`config.mk`:
```
export PLATFORM = sky130hd
export DESIGN_NAME = fp8_add_sequencer
export DESIGN_NICKNAME = d
export VERILOG_FILES = /design/src/rtl/fp8_pkg.sv /design/src/rtl/sync_debounce.sv /design/src/rtl/fp8_add_sequencer.sv
export SDC_FILE = /design/constraint.sdc
export NUM_CORES = 1
export LEC_CHECK = 0
export ABC_AREA = 1
export BUFFER_PORTS_ARGS = -buffer_cell sky130_fd_sc_hd__buf_2
export CORE_MARGIN = 5
export CORE_UTILIZATION = 40
export CTS_CLUSTER_DIAMETER = 50
export DETAILED_ROUTE_END_ITERATION = 16
export MAX_ROUTING_LAYER = met4
export PLACE_DENSITY_LB_ADDON = 0.12
export SYNTH_ARGS = -nofsm -noshare
export SYNTH_HDL_FRONTEND = slang
export SYNTH_SLANG_ARGS = --single-unit
```
`constraint.sdc`:
```
create_clock -name clk -period 2 [get_ports clk]
set_input_delay 0.2 -clock clk [delete_from_list [all_inputs] [get_ports clk]]
set_output_delay 0.2 -clock clk [all_outputs]
set_load 0.02 [all_outputs]
```
`src/rtl/fp8_pkg.sv`:
```
// Shared types and constants for the fp8 adder issue stage.
// Field layout is {sign, exp[2:0], mant[3:0]}.
package fp8_pkg;

    localparam int FP8_W    = 8;
    localparam int SIGN_BIT = 7;
    localparam int EXP_MSB  = 6;
    localparam int EXP_LSB  = 4;
    localparam int MANT_MSB = 3;
    localparam int MANT_LSB = 0;

    localparam int EXP_W  = EXP_MSB - EXP_LSB + 1;
    localparam int MANT_W = MANT_MSB - MANT_LSB + 1;

    typedef enum logic [1:0] {
        S_IDLE  = 2'd0,
        S_ISSUE = 2'd1,
        S_WAIT  = 2'd2
    } state_e;

    // Operand patterns for each stable level of x.
    localparam logic [FP8_W-1:0] OP_A_X0 = 8'h4F;
    localparam logic [FP8_W-1:0] OP_A_X1 = 8'hB0;
    localparam logic [FP8_W-1:0] OP_B_X0 = 8'hCE;
    localparam logic [FP8_W-1:0] OP_B_X1 = 8'h31;

    function automatic logic [FP8_W-1:0] fp8_pack(
        input logic              s,
        input logic [EXP_W-1:0]  e,
        input logic [MANT_W-1:0] m
    );
        logic [FP8_W-1:0] w;
        w                     = '0;
        w[SIGN_BIT]           = s;
        w[EXP_MSB:EXP_LSB]    = e;
        w[MANT_MSB:MANT_LSB]  = m;
        return w;
    endfunction

    function automatic logic [FP8_W-1:0] op_a(input logic x);
        return fp8_pack(x, {~x, x, x}, {4{~x}});
    endfunction

    function automatic logic [FP8_W-1:0] op_b(input logic x);
        return fp8_pack(~x, {~x, x, x}, {~x, ~x, ~x, x});
    endfunction

endpackage

```
`src/rtl/sync_debounce.sv`:
```
// Synchroniser plus debouncer for the operand-select switch.
// Emits a one-cycle strobe together with each accepted level change.
module sync_debounce
    import fp8_pkg::*;
#(
    parameter int SYNC_STAGES     = 2,
    parameter int DEBOUNCE_CYCLES = 4
) (
    input  logic clk,
    input  logic reset,
    input  logic din,
    output logic level,
    output logic edge_strobe
);

    localparam int CW = $clog2(DEBOUNCE_CYCLES + 1);
    localparam logic [CW-1:0] CNT_LAST = CW'(DEBOUNCE_CYCLES - 1);

    logic [SYNC_STAGES-1:0] sync_q, sync_d;
    logic [CW-1:0]          cnt_q, cnt_d;
    logic                   level_q, level_d;
    logic                   strobe_q, strobe_d;
    logic                   synced;

    assign synced = sync_q[SYNC_STAGES-1];

    // Shift din through the chain; count cycles the synced value disagrees.
    always_comb begin
        sync_d   = {sync_q[SYNC_STAGES-2:0], din};
        cnt_d    = '0;
        level_d  = level_q;
        strobe_d = 1'b0;
        if (synced != level_q) begin
            if (cnt_q == CNT_LAST) begin
                level_d  = synced;
                strobe_d = 1'b1;
            end else begin
                cnt_d = cnt_q + 1'b1;
            end
        end
    end

    // Debounce state registers.
    always_ff @(posedge clk) begin
        if (reset) begin
            sync_q   <= '0;
            cnt_q    <= '0;
            level_q  <= 1'b0;
            strobe_q <= 1'b0;
        end else begin
            sync_q   <= sync_d;
            cnt_q    <= cnt_d;
            level_q  <= level_d;
            strobe_q <= strobe_d;
        end
    end

    assign level       = level_q;
    assign edge_strobe = strobe_q;

endmodule

```
`src/rtl/fp8_add_sequencer.sv`:
```
// Issue stage for the fp8 adder: builds a/b from the debounced
// switch, pulses start, waits for valid under a watchdog.
module fp8_add_sequencer
    import fp8_pkg::*;
#(
    parameter int SYNC_STAGES     = 2,
    parameter int DEBOUNCE_CYCLES = 4,
    parameter int TIMEOUT_CYCLES  = 16
) (
    input  logic       clk,
    input  logic       reset,
    input  logic       x,
    output logic [7:0] a,
    output logic [7:0] b,
    output logic       start,
    input  logic [7:0] adder_sum,
    input  logic       adder_valid,
    output logic [7:0] result,
    output logic       result_valid,
    output logic       busy,
    output logic       timeout_err,
    output logic       dropped
);

    localparam int WD_W = $clog2(TIMEOUT_CYCLES + 1);
    localparam logic [WD_W-1:0] WD_LAST = WD_W'(TIMEOUT_CYCLES - 1);

    logic level;
    logic strobe;

    state_e             state_q, state_d;
    logic               pending_q, pending_d;
    logic               dropped_q, dropped_d;
    logic               toerr_q, toerr_d;
    logic               rv_q, rv_d;
    logic [WD_W-1:0]    wd_q, wd_d;
    logic [FP8_W-1:0]   a_q, a_d;
    logic [FP8_W-1:0]   b_q, b_d;
    logic [FP8_W-1:0]   res_q, res_d;
    logic               busy_st;

    sync_debounce #(
        .SYNC_STAGES     (SYNC_STAGES),
        .DEBOUNCE_CYCLES (DEBOUNCE_CYCLES)
    ) u_sync (
        .clk         (clk),
        .reset       (reset),
        .din         (x),
        .level       (level),
        .edge_strobe (strobe)
    );

    // Next-state: issue sequencing, pending/drop tracking, watchdog.
    always_comb begin
        state_d   = state_q;
        pending_d = pending_q;
        dropped_d = dropped_q;
        toerr_d   = toerr_q;
        rv_d      = 1'b0;
        wd_d      = wd_q;
        a_d       = a_q;
        b_d       = b_q;
        res_d     = res_q;
        busy_st   = (state_q != S_IDLE);

        // Only one edge can be queued behind an operation.
        if (busy_st && strobe) begin
            if (pending_q) begin
                dropped_d = 1'b1;
            end else begin
                pending_d = 1'b1;
            end
        end

        unique case (state_q)
            S_IDLE: begin
                if (strobe || pending_q) begin
                    a_d       = op_a(level);
                    b_d       = op_b(level);
                    pending_d = 1'b0;
                    state_d   = S_ISSUE;
                end
            end
            S_ISSUE: begin
                wd_d    = '0;
                state_d = S_WAIT;
            end
            S_WAIT: begin
                wd_d = wd_q + 1'b1;
                if (adder_valid) begin
                    res_d   = adder_sum;
                    rv_d    = 1'b1;
                    state_d = S_IDLE;
                end else if (wd_q == WD_LAST) begin
                    toerr_d = 1'b1;
                    state_d = S_IDLE;
                end
            end
            default: begin
                state_d = S_IDLE;
            end
        endcase
    end

    // State and datapath registers.
    always_ff @(posedge clk) begin
        if (reset) begin
            state_q   <= S_IDLE;
            pending_q <= 1'b0;
            dropped_q <= 1'b0;
            toerr_q   <= 1'b0;
            rv_q      <= 1'b0;
            wd_q      <= '0;
            a_q       <= OP_A_X0;
            b_q       <= OP_B_X0;
            res_q     <= '0;
        end else begin
            state_q   <= state_d;
            pending_q <= pending_d;
            dropped_q <= dropped_d;
            toerr_q   <= toerr_d;
            rv_q      <= rv_d;
            wd_q      <= wd_d;
            a_q       <= a_d;
            b_q       <= b_d;
            res_q     <= res_d;
        end
    end

    // start is masked by reset so no issue leaks out on a reset cycle.
    assign start        = (state_q == S_ISSUE) && !reset;
    assign busy         = busy_st;
    assign a            = a_q;
    assign b            = b_q;
    assign result       = res_q;
    assign result_valid = rv_q;
    assign timeout_err  = toerr_q;
    assign dropped      = dropped_q;

endmodule

```
==> run summary <==
Status: finished clean
Number of cells on the critical path: 4
Final Setup Violations: 0
Num CTS Buffers: 3
Syn_area_per_cell: 8.02 sq um
Unrepaired setup endpoints after global routing: false
Reg-to-reg startpoint: wd_q[0]
Via Count: 989
Largest family of logic cells by synthesized area: simple AND/OR/NAND/NOR gates
Nets: 203
Uppermost layer routed: met4
Clock Latency Late Sink: 0.31 ns
Most common cell after layout, fill and taps aside: buf_2
CTS tree: yes
Ys Warns: 0
Post-synthesis adder-cell area fraction: 8.11%
Initial antenna violation count: 0
Post-CTS Setup Inserts: 0
N_diodes: 0
Reg2reg end: state_q[1]
IO Port Bufs: 40
Top Family by Delay on Critical Path: flip-flops
Post-CTS Hold Buffers: 0
Post-CTS Resized: 0
Slew Viols, Final: 0
Maximum clock rate: 654 MHz
Clock buffer depth: 2
Final hold violation count: 0
Final GP Congestion: 0.874
Largest net degree at the start of global routing: 16
Commonest cells after routing, fill and taps aside: buf_2, nor2_1, dfxtp_1
Cells along the critical path: inv_1 > ha_1 > inv_1 > buf_2
Least-Margin Pin Slew: 0.305 ns
Net Count, Synth: 174
Tcrit/Tclk final: 76.5%
Worst Path Max Fanout: 4
PD cells: 695 mW/mm^2
Wire length on met3: 127 um
Row Count: 20
Die area: 0.00430 sq mm
Htree depth: 1
Mux cell area share after synthesis: 0%
Setup TNS: 0 ns
Seq/Total Area, Yosys: 45.4%
Worst Path Required: 1.80 ns
Maxcap violations: 0
Crit path kind: flip-flop to output pin
Library cells used by synthesis: 22
Clock sinks: 28
Clock-pin slew on the worst setup and hold paths: 0.14 ns
Startpoint Class: flip-flop
Length in cells of the worst reg-to-reg path: 10
VDD IR-drop max: 0.000435 V
Routed Antenna Nets: 0
Synth top area cells: dfxtp_1, nor2_1, buf_4
Core Box Area: 0.00300 sq mm
Residual DRC count: 0
Worst hold path class: input port to flip-flop
DRT iter0 DRCs: 23
Io pins: 41
Relative slew margins: 79.6%
Crit path largest cell delay: 0.42 ns
Die W: 65.6 um
Post-Syn Area: 0.00123 sq mm
Layout area overhead: 13.2%
Compound-gate portion of the synthesized area: 8.41%
Final min period: 1.53 ns
Synthesis-stage register bit count: 28
Die H: 65.6 um
WP buf/inv: 3
Clock Tree Root: clkbuf_4
Initial Util: 41.1%
R2R Setup Slk: 0.58 ns
Placed wire-length estimate: 1.80 mm
WL met1: 1.10 mm
Fillers: 303
DRT Pass-1 Iters: 4
Critical path capture point type: output pin
CP Capture Point: busy
Yosys top cell by area: dfxtp_1
CP dominant cell by count: inv_1
Clk_skew: 0.00140 ns
Layout cell share with drive strength beyond 1: 29.1%
XOR/XNOR Fraction of Synth Area: 0%
Worst Setup SP: state_q[0]
Total GRT Usage: 11.7%
Synth Area in Simple Gates: 22.3%
Arr. time, crit path: 1.33 ns
Via-per-instance ratio: 4.60
Share of the synthesized area in the top cell type: 45.4%
First-pass GRT wire length: 3.94 mm
Grt ovf: 0
Number of global-route vias before repair: 988
DR WL/cell: 10.5 um
Final Util: 46.5%
Slowest cell on the critical path: dfxtp_1
Routed Wire Length: 2.26 mm
Hold Path Depth: 3
P_leak: 0.640 nW
Mapped Cells: 154
Routed wl met2: 1.02 mm
[routing by layer]
metal  vias to the layer above  track usage, %
met4                         0            3.63
met1                       429            14.7
li1                        528               -
met2                        30            18.5
met3                         2            2.74
met5                         -               -
[sequential cells by signal, summed over array words and instances (netlist names)]
signal and count:
a 2, dropped 1, pending_q 1, result 8
result_valid 1, state_q 2, timeout_err 1, u_sync.cnt_q 3
u_sync.edge_strobe 1, u_sync.level 1, u_sync.sync_q 2, wd_q 5
[per-stage QoR]
step	instance area [sq um]	cells	setup WS, ns	hold WS (ns)	power [mW]
after floorplan	1230	154	0.759	0.277	0.681
after global placement	1360	211	0.625	0.395	0.720
after detailed placement	1360	211	0.616	0.396	0.721
after CTS	1400	215	0.450	0.0694	0.990
after global routing	1400	215	0.370	0.0690	1.02
final	1400	215	0.471	0.0805	0.971
[worst register-to-register path: stages, from the launching register on]
cell and delay, ns:
dfxtp_1 0.39, ha_1 0.19, inv_1 0.06, nor3_1 0.16, ha_1 0.20, inv_1 0.05
nand3_2 0.07, nand2_2 0.07, nand2_1 0.06, nand2_1 0.05, nor2_1 0.08
[worst min-delay path by stage]
stage | start | to | slack (ns)
global placement | u_sync.sync_q[0] | u_sync.sync_q[1] | 0.39
detailed placement | u_sync.sync_q[0] | u_sync.sync_q[1] | 0.40
CTS | x | u_sync.sync_q[0] | 0.07
global route | x | u_sync.sync_q[0] | 0.07
floorplan | reset | pending_q | 0.28
finish | x | u_sync.sync_q[0] | 0.08
[synthesized netlist by cell type, drive strengths merged]
cell type / instances
nand2: 15
nand3b: 1
nand3: 5
or2: 1
nor3: 6
buf: 16
a21oi: 8
ha: 8
nand4: 1
clkinv: 1
o21ai: 12
nor2: 33
inv: 19
dfxtp: 28
[power by group]
part	leakage [nW]	total, mW	switching [mW]	internal (mW)
Sequential	0.227	0.583	0.00833	0.575
Clock	0.0210	0.264	0.152	0.111
Combinational	0.393	0.124	0.0819	0.0423
[logic make-up after synthesis]
family          Yosys count
fa+ha+maj                 8
simple gates             62
flops                    28
buf+inv                  36
compound gates           20
[cell type report]
| type | count | area, sq um | share of cell area (%) |
|---|---|---|---|
| Inverter | 20 | 80.1 | 5.73 |
| Multi-Input combinational cell | 90 | 479 | 34.3 |
| Timing Repair Buffer | 40 | 200 | 14.3 |
| Tap cell | 33 | 41.3 | 2.95 |
| Clock buffer | 4 | 36.3 | 2.60 |
| Sequential cell | 28 | 561 | 40.1 |
(Power assumes the default switching activity.)
